File: config.mk
export PLATFORM = sky130hd
export DESIGN_NAME = uart_rx_fifo_axis
export DESIGN_NICKNAME = d
export VERILOG_FILES = /design/src/rtl/uart_rx_fifo_axis.sv
export SDC_FILE = /design/constraint.sdc
export NUM_CORES = 1
export LEC_CHECK = 0
export BUFFER_PORTS_ARGS = -buffer_cell sky130_fd_sc_hd__buf_2
export CORE_MARGIN = 5
export CORE_UTILIZATION = 45
export DETAILED_ROUTE_END_ITERATION = 16
export RECOVER_POWER = 50
export SYNTH_ARGS = -nofsm -noshare
export SYNTH_HDL_FRONTEND = slang
export SYNTH_SLANG_ARGS = --single-unit
File: constraint.sdc
create_clock -name clk -period 6.6 [get_ports clk]
set_clock_uncertainty 0.15 [all_clocks]
set_input_delay 1.98 -clock clk [delete_from_list [all_inputs] [get_ports clk]]
set_output_delay 1.98 -clock clk [all_outputs]
set_load 0.02 [all_outputs]
File: src/rtl/uart_rx_fifo_axis.sv
// 8N1 UART receiver feeding a first-word-fall-through FIFO that is read as an AXI-Stream master.
// A byte is visible one cycle after its stop-bit sample; backpressure only fills the FIFO, and a full FIFO drops new bytes.

module uart_rx_fifo_axis_fifo #(
   parameter int DW    = 9,
   parameter int DEPTH = 8
) (
   input  logic                   clk,
   input  logic                   rst,
   input  logic                   i_wr_vld,
   input  logic [DW-1:0]          i_wr_dat,
   output logic                   o_wr_rdy,
   output logic                   o_rd_vld,
   output logic [DW-1:0]          o_rd_dat,
   input  logic                   i_rd_rdy,
   output logic [$clog2(DEPTH):0] o_count
);
   localparam int AW = $clog2(DEPTH);
   localparam logic [AW:0] FULL = (AW+1)'(DEPTH);

   logic [DW-1:0] r_mem [DEPTH];
   logic [AW-1:0] r_wr_ptr;
   logic [AW-1:0] r_rd_ptr;
   logic [AW:0]   r_count;
   logic          w_rd;
   logic          w_wr;

   assign o_rd_vld = (r_count != '0);
   assign w_rd     = o_rd_vld && i_rd_rdy;
   // A full FIFO still takes a write when the head leaves in the same cycle
   assign o_wr_rdy = (r_count != FULL) || w_rd;
   assign w_wr     = i_wr_vld && o_wr_rdy;
   assign o_rd_dat = o_rd_vld ? r_mem[r_rd_ptr] : '0;
   assign o_count  = r_count;

   always_ff @(posedge clk) begin
      if (w_wr) begin
         r_mem[r_wr_ptr] <= i_wr_dat;
      end
   end

   always_ff @(posedge clk) begin
      if (rst) begin
         r_wr_ptr <= '0;
         r_rd_ptr <= '0;
         r_count  <= '0;
      end else begin
         if (w_wr) begin
            r_wr_ptr <= r_wr_ptr + AW'(1);
         end
         if (w_rd) begin
            r_rd_ptr <= r_rd_ptr + AW'(1);
         end
         case ({w_wr, w_rd})
            2'b10:   r_count <= r_count + (AW+1)'(1);
            2'b01:   r_count <= r_count - (AW+1)'(1);
            default: r_count <= r_count;
         endcase
      end
   end
endmodule

module uart_rx_fifo_axis #(
   parameter int               WIDTH     = 8,
   parameter int               DEPTH     = 8,
   parameter int               CLK_RATE  = 100000000,
   parameter int               BAUD      = 115200,
   parameter logic [WIDTH-1:0] LAST_BYTE = 8'h0A
) (
   input  logic                   clk,
   input  logic                   rst,
   input  logic                   uart_rx,
   output logic [WIDTH-1:0]       m_axis_data,
   output logic                   m_axis_valid,
   input  logic                   m_axis_ready,
   output logic                   m_axis_last,
   output logic                   frame_err,
   output logic                   overflow,
   output logic [$clog2(DEPTH):0] fifo_count
);
   localparam int CLKS_PER_BIT = CLK_RATE / BAUD;
   localparam int CW = $clog2(CLKS_PER_BIT + 1);
   localparam int IW = (WIDTH > 1) ? $clog2(WIDTH) : 1;
   localparam logic [CW-1:0] CNT_LAST = CW'(CLKS_PER_BIT - 1);
   localparam logic [CW-1:0] CNT_HALF = CW'(CLKS_PER_BIT / 2 - 1);
   localparam logic [IW-1:0] IDX_LAST = IW'(WIDTH - 1);

   typedef enum logic [1:0] {
      S_IDLE,
      S_START,
      S_DATA,
      S_STOP
   } state_t;

   state_t           r_state;
   state_t           w_state_nxt;
   logic             r_sync1;
   logic             r_sync2;
   logic             r_prev;
   logic [1:0]       r_fill;
   logic             r_armed;
   logic [CW-1:0]    r_cnt;
   logic [CW-1:0]    w_cnt_nxt;
   logic [IW-1:0]    r_idx;
   logic [IW-1:0]    w_idx_nxt;
   logic [WIDTH-1:0] r_shift;
   logic [WIDTH-1:0] w_shift_nxt;
   logic             r_frame_err;
   logic             r_overflow;
   logic             w_fall;
   logic             w_stop_good;
   logic             w_stop_bad;
   logic             w_wr_rdy;
   logic [WIDTH:0]   w_wr_dat;
   logic [WIDTH:0]   w_rd_dat;

   // r_fill marks when r_sync2 holds a real line sample; a line held low
   // through reset must be seen high once before any edge can count.
   assign w_fall = r_armed && r_prev && !r_sync2;

   always_comb begin
      w_state_nxt = r_state;
      w_cnt_nxt   = r_cnt + CW'(1);
      w_idx_nxt   = r_idx;
      w_shift_nxt = r_shift;
      w_stop_good = 1'b0;
      w_stop_bad  = 1'b0;
      case (r_state)
         S_IDLE: begin
            w_cnt_nxt = '0;
            if (w_fall) begin
               w_state_nxt = S_START;
            end
         end
         S_START: begin
            if (r_cnt == CNT_HALF) begin
               w_cnt_nxt   = '0;
               w_idx_nxt   = '0;
               w_state_nxt = r_sync2 ? S_IDLE : S_DATA;
            end
         end
         S_DATA: begin
            if (r_cnt == CNT_LAST) begin
               w_cnt_nxt          = '0;
               w_shift_nxt[r_idx] = r_sync2;
               if (r_idx == IDX_LAST) begin
                  w_state_nxt = S_STOP;
               end else begin
                  w_idx_nxt = r_idx + IW'(1);
               end
            end
         end
         S_STOP: begin
            if (r_cnt == CNT_LAST) begin
               w_cnt_nxt   = '0;
               w_state_nxt = S_IDLE;
               w_stop_good = r_sync2;
               w_stop_bad  = !r_sync2;
            end
         end
         default: begin
            w_state_nxt = S_IDLE;
         end
      endcase
   end

   always_ff @(posedge clk) begin
      if (rst) begin
         r_sync1     <= 1'b1;
         r_sync2     <= 1'b1;
         r_prev      <= 1'b1;
         r_fill      <= '0;
         r_armed     <= 1'b0;
         r_state     <= S_IDLE;
         r_cnt       <= '0;
         r_idx       <= '0;
         r_shift     <= '0;
         r_frame_err <= 1'b0;
         r_overflow  <= 1'b0;
      end else begin
         r_sync1     <= uart_rx;
         r_sync2     <= r_sync1;
         r_prev      <= r_sync2;
         r_fill      <= {r_fill[0], 1'b1};
         r_armed     <= r_armed || (r_fill[1] && r_sync2);
         r_state     <= w_state_nxt;
         r_cnt       <= w_cnt_nxt;
         r_idx       <= w_idx_nxt;
         r_shift     <= w_shift_nxt;
         r_frame_err <= w_stop_bad;
         r_overflow  <= w_stop_good && !w_wr_rdy;
      end
   end

   assign w_wr_dat = {(r_shift == LAST_BYTE), r_shift};

   uart_rx_fifo_axis_fifo #(
      .DW    (WIDTH + 1),
      .DEPTH (DEPTH)
   ) u_fifo (
      .clk      (clk),
      .rst      (rst),
      .i_wr_vld (w_stop_good),
      .i_wr_dat (w_wr_dat),
      .o_wr_rdy (w_wr_rdy),
      .o_rd_vld (m_axis_valid),
      .o_rd_dat (w_rd_dat),
      .i_rd_rdy (m_axis_ready),
      .o_count  (fifo_count)
   );

   assign m_axis_data = w_rd_dat[WIDTH-1:0];
   assign m_axis_last = w_rd_dat[WIDTH];
   assign frame_err   = r_frame_err;
   assign overflow    = r_overflow;
endmodule

Yosys cells after proc, flatten, opt, wreduce, memory -nomap -nowiden
Memories as Yosys holds them, arrays and structs flattened. A register that Yosys moved wholly into a read port is not among the register bits. Index checks and enable logic that the tools add are counted.

Output and inout port bits: 16. Input bits: 4. RAM bits: 72. Bits in registers: 41. Memories kept: 1. Word-level logic and storage cells: 88.

Equality and inequality tests: 16. Reductions and logical operators: 20. $lt $le $gt $ge: 2. Multiplexer cells: 26. Bitwise logic cells: 2. Add/sub/neg operators: 6.

Memory list: u_fifo.r_mem (depth 8, width 9, rd ports 1, clocked after Yosys merged registers in 1, write ports 1, line 21) `logic [DW-1:0] r_mem [DEPTH];`.

Operator list (number): 10-bit case mux with 3 select lines (1); 10-bit 2-to-1 mux (2); 3-bit 2-to-1 mux (5); 2-bit 2-to-1 mux (6); 2-bit != test, second input constant (6); 10-bit by 1-bit adder with 10-bit output, second input constant (1); 10-bit equality test, second input constant (1); 10-bit by 9-bit equality test with 1-bit output, second input constant (1); 3-bit by 1-bit adder with 3-bit output, second input constant (3); 9-bit 2-to-1 mux (1); 8-bit bitwise mux (1); 8-bit by 4-bit equality test with 1-bit output, second input constant (1); 2-bit case mux with 4 select lines (1); 4-bit case mux with 2 select lines (1); 1-bit logical AND (7); 2-bit equality test, second input constant (3); 1-bit 2-to-1 mux (6); 3-bit case mux with 2 select lines (1); 5-bit AND reduction (1); 4-bit by 1-bit adder with 4-bit output, second input constant (1); 2-bit by 1-bit equality test with 1-bit output, second input constant (2); 3-bit by 4-bit < comparator with 1-bit output, second input constant (1); 4-bit != test, second input constant (1); 4-bit AND reduction (1); other kinds (13) (17).

Logic depth before layout (Yosys ltp)
Gate-level depths: netlist of run 1.

Depth in word-level cells: 6. Gate-level depth with buffers: 10. Depth with buffers taken out: 10.

By module
A second synthesis of run 1 with hierarchy kept.

Cells, all modules: 352. Area total of the unflattened synthesis: 4946.0 um2.

By module, submodules not included: uart_rx_fifo_axis_fifo (times used 1, cells each 199, sequential area each 2422.3 um2, area an instance 3505.9 um2); uart_rx_fifo_axis (times used 1, cells each 153, sequential area each 620.6 um2, area an instance 1440.1 um2).

Least setup slack after synthesis of run 1
No wires, ideal clock.

Path kind: reg2out. Start: register (tool-made name). End: output m_axis_data[7]. Arrival time: 1630 ps. Setup slack: 2840 ps. Stages on the path, launching flop included: 6. Required time: 4470 ps. Buffers on the path: 2. Path through: dfxtp_1 buf_2 buf_2 mux4_2 mux2i_1 nor2_1.

RTL lines: end: declaration (line 73) `output logic [WIDTH-1:0] m_axis_data,`.

Worst setup path in the final report of run 1
Start: register u_fifo.r_count[3] (netlist: u_fifo.o_count[3]). End: output m_axis_data[1].

Cells in the longest elaborated chain, start to end: 2.

Ends and longest elaborated chain: start: declaration (line 24) `logic [AW:0] r_count;`; start signal: assignment (line 55) `2'b10: r_count <= r_count + (AW+1)'(1);`; start signal: assignment (line 56) `2'b01: r_count <= r_count - (AW+1)'(1);`; start signal: assignment (line 57) `default: r_count <= r_count;`; 4-bit nonzero test (line 28) `assign o_rd_vld = (r_count != '0);`; 9-bit 2-to-1 mux (line 33) `assign o_rd_dat = o_rd_vld ? r_mem[r_rd_ptr] : '0;`.

No other way between the ends.

==> impl_metrics.prom, run 1 <==
# TYPE chip_impl_metric gauge
chip_impl_info{name="path_cells",value="nor4_2, nor2_1, buf_2"} 1
chip_impl_metric{name="grt_max_degree",unit=""} 32
chip_impl_metric{name="vias_per_inst",unit=""} 5.44
chip_impl_info{name="cp_top_family",value="simple AND/OR/NAND/NOR gates"} 1
chip_impl_metric{name="pwr_density",unit="nW/um2"} 337
chip_impl_metric{name="numCtsBuffers",unit=""} 17
chip_impl_info{name="root_buffer",value="sky130_fd_sc_hd__clkbuf_8"} 1
chip_impl_metric{name="drive_above_1_share",unit=""} 0.181
chip_impl_metric{name="syn2layout_area_growth",unit="%"} 16.2
chip_impl_info{name="dominant_synthesized_flop_cell",value="sky130_fd_sc_hd__edfxtp_1"} 1
chip_impl_metric{name="grt_pass1_vias",unit=""} 3077
chip_impl_info{name="tritoncts",value="built"} 1
chip_impl_metric{name="grt_antenna_before_repair",unit=""} 0
chip_impl_metric{name="clockBufferDepth",unit=""} 2
chip_impl_metric{name="clock_sink_count",unit=""} 116
chip_impl_metric{name="hold_viol_final",unit=""} 0
chip_impl_info{name="run_status",value="finished clean"} 1
chip_impl_metric{name="grt_first_pass_wirelength",unit="mm"} 15.3
chip_impl_metric{name="post-dp-hpwl",unit="mm"} 6.01
chip_impl_metric{name="wl",unit="mm"} 9.29
chip_impl_metric{name="cts.repair.resized",unit=""} 0
chip_impl_metric{name="synth_sequential_area_ratio",unit=""} 0.625
chip_impl_metric{name="hold_slack",unit="ns"} 0.257
chip_impl_metric{name="placement.io_buffers",unit=""} 19
chip_impl_metric{name="route.detailed.wl_per_inst",unit="um"} 17.3
chip_impl_metric{name="grt_util_all_layers",unit=""} 0.153
chip_impl_metric{name="synth.yosys.warnings",unit=""} 0
chip_impl_info{name="setup.worst_path.class",value="flop to primary output"} 1
chip_impl_metric{name="netlist_area",unit="um2"} 4870
chip_impl_metric{name="vias",unit=""} 2926
chip_impl_metric{name="routability_congestion_estimate",unit=""} 0.762
chip_impl_metric{name="timing.max_slew.rel_slack",unit=""} 0.153
chip_impl_metric{name="proportion_of_netlist_area_held_by_the_largest_area_contributor",unit=""} 0.444
chip_impl_metric{name="cts_hold_buffers",unit=""} 0
chip_impl_metric{name="cell_variety_after_synth",unit=""} 51
chip_impl_metric{name="mappedNetlistNets",unit=""} 378
chip_impl_metric{name="core_area",unit="um2"} 10700
chip_impl_info{name="synth_top_cells_by_area",value="sky130_fd_sc_hd__edfxtp_1 (44%), sky130_fd_sc_hd__dfxtp_1 (18%), sky130_fd_sc_hd__mux4_2 (8.3%)"} 1
chip_impl_metric{name="core.rowCount",unit=""} 38
chip_impl_metric{name="cellLeakagePower",unit="uW"} 0.00190
chip_impl_metric{name="layout.core_utilization",unit=""} 0.527
chip_impl_metric{name="cp_num_buf_inv",unit=""} 1
chip_impl_metric{name="htreeDepth",unit=""} 4
chip_impl_metric{name="initial_cell_density_of_the_core",unit=""} 0.453
chip_impl_metric{name="ioPinCount",unit=""} 20
chip_impl_metric{name="die-area",unit="um2"} 13000
chip_impl_metric{name="syn_area_per_cell",unit="um2"} 13.3
chip_impl_metric{name="crit_path_max_fanout",unit=""} 10
chip_impl_metric{name="n_antenna_cell",unit=""} 0
chip_impl_metric{name="timing.critical_path.slowest_cell_delay",unit="ns"} 1.06
chip_impl_info{name="endpoint_kind",value="primary output"} 1
chip_impl_metric{name="synth_edf_count",unit=""} 72
chip_impl_metric{name="post-cts-setup-buffers",unit=""} 0
chip_impl_info{name="grt_setup_unrepaired",value="false"} 1
chip_impl_metric{name="critPathArrivalTime",unit="ns"} 2.34
chip_impl_metric{name="timing_max_transition_violations_final",unit=""} 0
chip_impl_metric{name="remaining_antenna_violation_count_after_routing",unit=""} 0
chip_impl_metric{name="finalNetCount",unit=""} 399
chip_impl_metric{name="max_cap_violations",unit=""} 0
chip_impl_metric{name="synth_seq_cells",unit=""} 116
chip_impl_metric{name="min_clock_period_post_route",unit="ns"} 4.47
chip_impl_info{name="critical_path_source_type",value="flop"} 1
chip_impl_info{name="post-synth-top-area-cell",value="sky130_fd_sc_hd__edfxtp_1"} 1
chip_impl_metric{name="first_iter_violations",unit=""} 116
chip_impl_metric{name="clk_pin_slew",unit="ns"} 0.05
chip_impl_metric{name="remaining_drc_errors",unit=""} 0
chip_impl_metric{name="post_synth_inst_count",unit=""} 365
chip_impl_metric{name="final-setup-viol-count",unit=""} 0
chip_impl_metric{name="share_of_async_settable_or_async_resettable_flops_after_synthesis",unit=""} 0
chip_impl_metric{name="detailed_routing_iterations_pass_1",unit=""} 4
chip_impl_metric{name="period_share",unit=""} 0.677
chip_impl_metric{name="die_w",unit="um"} 114
chip_impl_metric{name="fin_setup_tns",unit="ns"} 0
chip_impl_metric{name="required",unit="ns"} 4.47
chip_impl_metric{name="clock_insertion_delay_worst_skew",unit="ns"} 0.51
chip_impl_metric{name="maxClockFrequency",unit="GHz"} 0.224
chip_impl_metric{name="tightest_slew",unit="ns"} 1.27
chip_impl_info{name="crit_path_top_delay_cell",value="sky130_fd_sc_hd__nor4_2"} 1
chip_impl_info{name="timing.hold.worst.class",value="flop to flop"} 1
chip_impl_metric{name="grt_overflow_total",unit=""} 0
chip_impl_metric{name="dieHeight",unit="um"} 114
chip_impl_metric{name="worst_ir_drop_vdd",unit="V"} 0.000166
[sequential cells by signal, indices dropped and copies added, names as in the netlist, named ones only]
| name | flops |
|---|---|
| u_fifo.r_wr_ptr | 3 |
| r_cnt | 10 |
| r_sync2 | 1 |
| overflow | 1 |
| u_fifo.o_count | 4 |
| r_shift | 8 |
| r_armed | 1 |
| frame_err | 1 |
| r_fill | 2 |
| u_fifo.r_mem | 72 |
| r_idx | 3 |
| u_fifo.r_rd_ptr | 3 |
| r_state | 1 |
| r_sync1 | 1 |
| r_prev | 1 |
[power by group]
group	internal (uW)	leakage (uW)	total, uW	switching (uW)
clock network	602	0.000282	905	303
logic	91.6	0.000581	217	125
registers	773	0.00104	790	17.3
total	1470	0.00190	1910	445
[kinds of logic after synthesis]
family                   Yosys count  synth area share
AND/OR/NAND/NOR                  128             0.142
flip-flops                       116             0.625
AO/OA/AOI/OAI                     41            0.0539
multiplexers                      31             0.110
buffers and inverters             29            0.0244
XOR/XNOR                          11            0.0198
adder cells (fa/ha/maj)            9            0.0247
[routing by layer]
layer,routed length (um),track usage
met2,4590,0.260
met3,306,0.0423
met4,78,0.0451
met5,0,0
met1,4320,0.192
[cells in the final DEF (no fill, tap or decap), types with 2 or more instances in the layout]
master                      netlist  final
sky130_fd_sc_hd__nor4_1           3      3
sky130_fd_sc_hd__buf_2            8     17
sky130_fd_sc_hd__and2_1           3      3
sky130_fd_sc_hd__dfxtp_1         44     44
sky130_fd_sc_hd__nor3_1           5      3
sky130_fd_sc_hd__xor2_1           3      3
sky130_fd_sc_hd__or2_2            3      3
sky130_fd_sc_hd__nor3_2           0      2
sky130_fd_sc_hd__a21oi_1         17     17
sky130_fd_sc_hd__edfxtp_1        72     72
sky130_fd_sc_hd__o31ai_1          3      3
sky130_fd_sc_hd__nand4_1         18     18
sky130_fd_sc_hd__nand2_1         19     19
sky130_fd_sc_hd__nor4bb_1         2      2
sky130_fd_sc_hd__o21ai_0          9      9
sky130_fd_sc_hd__a31oi_1          2      2
sky130_fd_sc_hd__mux4_2          18     18
sky130_fd_sc_hd__clkbuf_16        0     16
sky130_fd_sc_hd__clkinv_1         1      6
sky130_fd_sc_hd__nor2_1          41     41
sky130_fd_sc_hd__nor4b_1          3      3
sky130_fd_sc_hd__clkbuf_1         8      3
sky130_fd_sc_hd__xnor2_1          8      8
sky130_fd_sc_hd__nor2b_1          4      4
sky130_fd_sc_hd__mux2_1           2      2
sky130_fd_sc_hd__inv_1            9      9
sky130_fd_sc_hd__and4_1           3      3
sky130_fd_sc_hd__nand2b_1         4      4
sky130_fd_sc_hd__and3_1           3      3
sky130_fd_sc_hd__mux2i_1         11     11
sky130_fd_sc_hd__bufinv_16        0      4
sky130_fd_sc_hd__nand3_1          9      9
sky130_fd_sc_hd__ha_1             8      8
sky130_fd_sc_hd__clkinv_2         0      2
[area by class of cell]
| type | instances | area (um2) |
|---|---|---|
| inverters | 11 | 41.3 |
| repair buffers | 20 | 100 |
| multi-input cells | 220 | 1720 |
| clock inverters | 13 | 165 |
| flip-flops and latches | 116 | 3040 |
| fillers | 939 | 5080 |
| clock buffers | 18 | 418 |
| well taps | 140 | 175 |
[synthesized netlist by cell type (2+ instances only)]
cell                       count
sky130_fd_sc_hd__edfxtp_1     72
sky130_fd_sc_hd__dfxtp_1      44
sky130_fd_sc_hd__nor2_1       41
sky130_fd_sc_hd__nand2_1      19
sky130_fd_sc_hd__mux4_2       18
sky130_fd_sc_hd__nand4_1      18
sky130_fd_sc_hd__a21oi_1      17
sky130_fd_sc_hd__mux2i_1      11
sky130_fd_sc_hd__inv_1         9
sky130_fd_sc_hd__nand3_1       9
sky130_fd_sc_hd__o21ai_0       9
sky130_fd_sc_hd__buf_2         8
sky130_fd_sc_hd__clkbuf_1      8
sky130_fd_sc_hd__ha_1          8
sky130_fd_sc_hd__xnor2_1       8
sky130_fd_sc_hd__nor3_1        5
sky130_fd_sc_hd__nand2b_1      4
sky130_fd_sc_hd__nor2b_1       4
sky130_fd_sc_hd__and2_1        3
sky130_fd_sc_hd__and3_1        3
sky130_fd_sc_hd__and4_1        3
sky130_fd_sc_hd__nor4_1        3
sky130_fd_sc_hd__nor4b_1       3
sky130_fd_sc_hd__o31ai_1       3
sky130_fd_sc_hd__or2_2         3
sky130_fd_sc_hd__xor2_1        3
sky130_fd_sc_hd__a31oi_1       2
sky130_fd_sc_hd__buf_1         2
sky130_fd_sc_hd__mux2_1        2
sky130_fd_sc_hd__nor4bb_1      2
[worst register-to-register path, cell delays in order (launching register included)]
cell                       delay (ns)
sky130_fd_sc_hd__dfxtp_1         0.39
sky130_fd_sc_hd__ha_1            0.34
sky130_fd_sc_hd__nor3b_4         0.38
sky130_fd_sc_hd__and4_1          0.37
sky130_fd_sc_hd__nand3b_1        0.22
sky130_fd_sc_hd__nor2_1          0.85
[final timing paths]
| path | start | end | slack, ns | cells past startpoint |
|---|---|---|---|---|
| setup / recovery | u_fifo.o_count[3]$_SDFFE_PP0P_ | m_axis_data[1] | 2.13 | 3 |
| hold / removal | r_sync1$_SDFF_PP1_ | r_sync2$_SDFF_PP1_ | 0.26 | 1 |
| setup reg to reg | r_cnt[0]$_SDFF_PP0_ | u_fifo.r_mem[2][5]$_DFFE_PP_ | 3.52 | 5 |
| hold reg to reg | r_sync1$_SDFF_PP1_ | r_sync2$_SDFF_PP1_ | 0.26 | 1 |
[metrics by stage]
step	cell area [um2]	instances	power, uW	worst slack [ns]
floorplan	4870	365	967	2.84
global placement	5080	507	1020	2.70
detailed placement	5080	507	1020	2.66
CTS	5670	538	1940	2.11
global route	5660	538	1990	1.94
finish	5660	538	1910	2.13
Power figures use the tool's default switching activity.
==> run 2: changes to the inputs <==
ABC_AREA = 1   (was not set)
clock period = 4 ns   (was 6.6 ns; I/O delays follow)
==> impl_metrics.prom, run 2 <==
# TYPE chip_impl_metric gauge
chip_impl_metric{name="core_area",unit="um2"} 10400
chip_impl_metric{name="dieHeight",unit="um"} 113
chip_impl_metric{name="final-setup-viol-count",unit=""} 0
chip_impl_metric{name="max_cap_violations",unit=""} 0
chip_impl_metric{name="grt_max_degree",unit=""} 37
chip_impl_metric{name="post-dp-hpwl",unit="mm"} 6.51
chip_impl_info{name="post-synth-top-area-cell",value="sky130_fd_sc_hd__edfxtp_1"} 1
chip_impl_metric{name="post_synth_inst_count",unit=""} 477
chip_impl_metric{name="crit_path_max_fanout",unit=""} 19
chip_impl_metric{name="grt_use_met1",unit=""} 0.212
chip_impl_metric{name="cts.repair.resized",unit=""} 0
chip_impl_metric{name="hold_viol_final",unit=""} 0
chip_impl_metric{name="required",unit="ns"} 2.65
chip_impl_info{name="rr_startpoint",value="u_fifo.o_count[0]$_SDFFE_PP0P_"} 1
chip_impl_metric{name="share_of_async_settable_or_async_resettable_flops_after_synthesis",unit=""} 0
chip_impl_metric{name="proportion_of_netlist_area_held_by_the_largest_area_contributor",unit=""} 0.450
chip_impl_metric{name="core.rowCount",unit=""} 37
chip_impl_metric{name="synth_seq_cells",unit=""} 116
chip_impl_metric{name="maxClockFrequency",unit="GHz"} 0.277
chip_impl_metric{name="mappedNetlistNets",unit=""} 490
chip_impl_metric{name="placement.io_buffers",unit=""} 19
chip_impl_metric{name="numCtsBuffers",unit=""} 17
chip_impl_metric{name="synth.yosys.warnings",unit=""} 0
chip_impl_metric{name="clk_pin_slew",unit="ns"} 0.06
chip_impl_info{name="most_flop_heavy_register",value="u_fifo.r_mem"} 1
chip_impl_metric{name="final_cell_area",unit="um2"} 5640
chip_impl_info{name="most-common-layout-cells",value="sky130_fd_sc_hd__nor2_1 (100), sky130_fd_sc_hd__edfxtp_1 (72), sky130_fd_sc_hd__o21ai_0 (56)"} 1
chip_impl_metric{name="routability_congestion_estimate",unit=""} 0.820
chip_impl_info{name="critical_path_source_type",value="flop"} 1
chip_impl_metric{name="grt_antenna_before_repair",unit=""} 0
chip_impl_info{name="endpoint_kind",value="primary output"} 1
chip_impl_metric{name="remaining_antenna_violation_count_after_routing",unit=""} 0
chip_impl_metric{name="grt_pass1_vias",unit=""} 3372
chip_impl_metric{name="place_area",unit="um2"} 5090
chip_impl_metric{name="syn2layout_area_growth",unit="%"} 17.4
chip_impl_metric{name="period_share",unit=""} 0.902
chip_impl_metric{name="clock_insertion_delay_worst_skew",unit="ns"} 0.50
chip_impl_metric{name="pwr_density",unit="nW/um2"} 584
chip_impl_info{name="global_route.peak_usage_layer",value="met2"} 1
chip_impl_metric{name="grt_util_all_layers",unit=""} 0.165
chip_impl_metric{name="wl",unit="mm"} 9.82
chip_impl_info{name="yosysMostFrequentCell",value="sky130_fd_sc_hd__nor2_1"} 1
chip_impl_metric{name="ff2ff_path_depth",unit=""} 14
chip_impl_metric{name="post-cts-setup-buffers",unit=""} 0
chip_impl_metric{name="largest_register_ff_count",unit=""} 72
chip_impl_metric{name="min_clock_period_post_route",unit="ns"} 3.61
chip_impl_metric{name="worst_ir_drop_vdd",unit="V"} 0.000274
chip_impl_metric{name="htreeDepth",unit=""} 4
chip_impl_metric{name="first_iter_violations",unit=""} 241
chip_impl_metric{name="ioPinCount",unit=""} 20
chip_impl_metric{name="die_w",unit="um"} 113
chip_impl_metric{name="remaining_drc_errors",unit=""} 0
chip_impl_metric{name="clock_sink_count",unit=""} 116
chip_impl_info{name="grt_setup_unrepaired",value="false"} 1
chip_impl_info{name="tritoncts",value="built"} 1
chip_impl_metric{name="finalNetCount",unit=""} 523
chip_impl_metric{name="route.detailed.wl_per_inst",unit="um"} 14.9
chip_impl_info{name="netlist_top_cells_count",value="sky130_fd_sc_hd__nor2_1 (97), sky130_fd_sc_hd__edfxtp_1 (72), sky130_fd_sc_hd__o21ai_0 (56)"} 1
chip_impl_info{name="layout.cells.most_common",value="sky130_fd_sc_hd__nor2_1"} 1
chip_impl_info{name="timing.hold.worst_endpoint",value="r_fill[1]$_SDFF_PP0_"} 1
chip_impl_info{name="dominant_synthesized_flop_cell",value="sky130_fd_sc_hd__edfxtp_1"} 1
chip_impl_metric{name="syn_area_per_cell",unit="um2"} 10.1
chip_impl_metric{name="timing_max_transition_violations_final",unit=""} 0
chip_impl_metric{name="grt_util_met2",unit=""} 0.265
chip_impl_metric{name="synth_sequential_area_ratio",unit=""} 0.633
chip_impl_metric{name="drive_above_1_share",unit=""} 0.132
chip_impl_metric{name="critPathArrivalTime",unit="ns"} 2.26
chip_impl_metric{name="setup.reg_to_reg.worst_slack",unit="ns"} 1.26
chip_impl_info{name="min-delay-start",value="r_fill[0]$_DFF_P_"} 1
chip_impl_metric{name="cts_hold_buffers",unit=""} 0
chip_impl_info{name="r2r_end",value="u_fifo.o_count[3]$_SDFFE_PP0P_"} 1
chip_impl_metric{name="fin_setup_tns",unit="ns"} 0
chip_impl_metric{name="whs_path_depth",unit=""} 2
chip_impl_metric{name="grt_overflow_total",unit=""} 0
chip_impl_metric{name="initial_cell_density_of_the_core",unit=""} 0.464
chip_impl_info{name="root_buffer",value="sky130_fd_sc_hd__clkbuf_8"} 1
chip_impl_metric{name="synth_edf_count",unit=""} 72
chip_impl_metric{name="n_antenna_cell",unit=""} 0
chip_impl_metric{name="vias",unit=""} 3362
chip_impl_info{name="timing.hold.worst.class",value="flop to flop"} 1
chip_impl_metric{name="netlist_area",unit="um2"} 4810
chip_impl_info{name="run_status",value="finished clean"} 1
chip_impl_metric{name="vias_per_inst",unit=""} 5.10
chip_impl_metric{name="tightest_slew",unit="ns"} 1.19
chip_impl_metric{name="die-area",unit="um2"} 12900
chip_impl_metric{name="cellLeakagePower",unit="uW"} 0.00210
chip_impl_info{name="synth_top_cells_by_area",value="sky130_fd_sc_hd__edfxtp_1 (45%), sky130_fd_sc_hd__dfxtp_1 (18%), sky130_fd_sc_hd__nor2_1 (7.6%)"} 1
chip_impl_metric{name="timing.max_slew.rel_slack",unit=""} 0.201
chip_impl_metric{name="clockBufferDepth",unit=""} 2
chip_impl_info{name="setup.worst_path.class",value="flop to primary output"} 1
chip_impl_info{name="largestRegisters",value="u_fifo.r_mem: 72 flops, r_cnt: 10 flops, r_shift: 8 flops"} 1
chip_impl_metric{name="grt_first_pass_wirelength",unit="mm"} 16.6
chip_impl_metric{name="use_met3",unit=""} 0.0477
chip_impl_metric{name="detailed_routing_iterations_pass_1",unit=""} 4
chip_impl_metric{name="cell_variety_after_synth",unit=""} 33
## run 2: cell types whose count changed in the layout (fill, tap and decap cells not counted), sizes merged, moves of 9 or more
cell / change
o22ai: +9
mux2i: -11
nor2: +61
inv: +40
o21ai: +47
nand2: +23
nand4: -15
buf: +11
mux4: -18
## run 2: cells by family (layout without fill, tap and decap cells)
group           Yosys count  after routing  share of synthesized area
compound gates          100            100                      0.115
buf+inv                  63            109                     0.0499
fa+ha+maj                 9              9                     0.0250
xor+xnor                  5              5                    0.00911
simple gates            184            184                      0.169
flops                   116            116                      0.633
## run 2: metrics by stage
stage	hold WS (ns)	std cells	setup WS, ns	power, uW	util
finish	0.248	659	0.393	3290	0.544
CTS	0.250	659	0.351	3320	0.546
global route	0.271	659	0.154	3470	0.544
floorplan	0.238	477	0.956	1730	-
detailed placement	0.245	627	0.910	1890	0.491
global placement	0.239	627	0.991	1880	0.491
## run 2: per-layer routing
layer | up-vias | wire length (um)
met2 | 64 | 4810
li1 | 1712 | -
met5 | - | 0
met1 | 1584 | 4530
met4 | 0 | 40
met3 | 2 | 442
## run 2: power breakdown
part,switching [uW],internal [uW],total [uW]
clock network,537,889,1430
logic,388,172,561
registers,23.2,1280,1310
total,949,2340,3290
## run 2: critical path, stage by stage (launching register included)
cell and delay [ns]:
sky130_fd_sc_hd__dfxtp_1 0.29, sky130_fd_sc_hd__buf_4 0.18, sky130_fd_sc_hd__inv_1 0.44, sky130_fd_sc_hd__o21ai_0 0.19, sky130_fd_sc_hd__o22ai_1 0.13, sky130_fd_sc_hd__o21ai_0 0.09, sky130_fd_sc_hd__a31oi_1 0.22, sky130_fd_sc_hd__buf_2 0.21
## run 2: layout make-up
type,count,area [um2]
Sequential cell,116,3040
Tap cell,136,170
Timing Repair Buffer,30,176
Multi-Input combinational cell,298,1510
Clock buffer,17,414
Clock inverter,15,158
Fill cell,931,4730
Inverter,47,176
## run 2: worst max path at each step
| stage | start | end | slack (ns) | cells after the start |
|---|---|---|---|---|
| after floorplan | m_axis_ready | u_fifo.r_mem[4][0]$_DFFE_PP_ | 0.96 | 6 |
| after CTS | flop | m_axis_data[7] | 0.35 | 7 |
| after global routing | flop | m_axis_data[4] | 0.15 | 7 |
| after global placement | flop | m_axis_data[5] | 0.99 | 7 |
| after detailed placement | flop | m_axis_data[7] | 0.91 | 7 |
| final | flop | m_axis_data[6] | 0.39 | 7 |
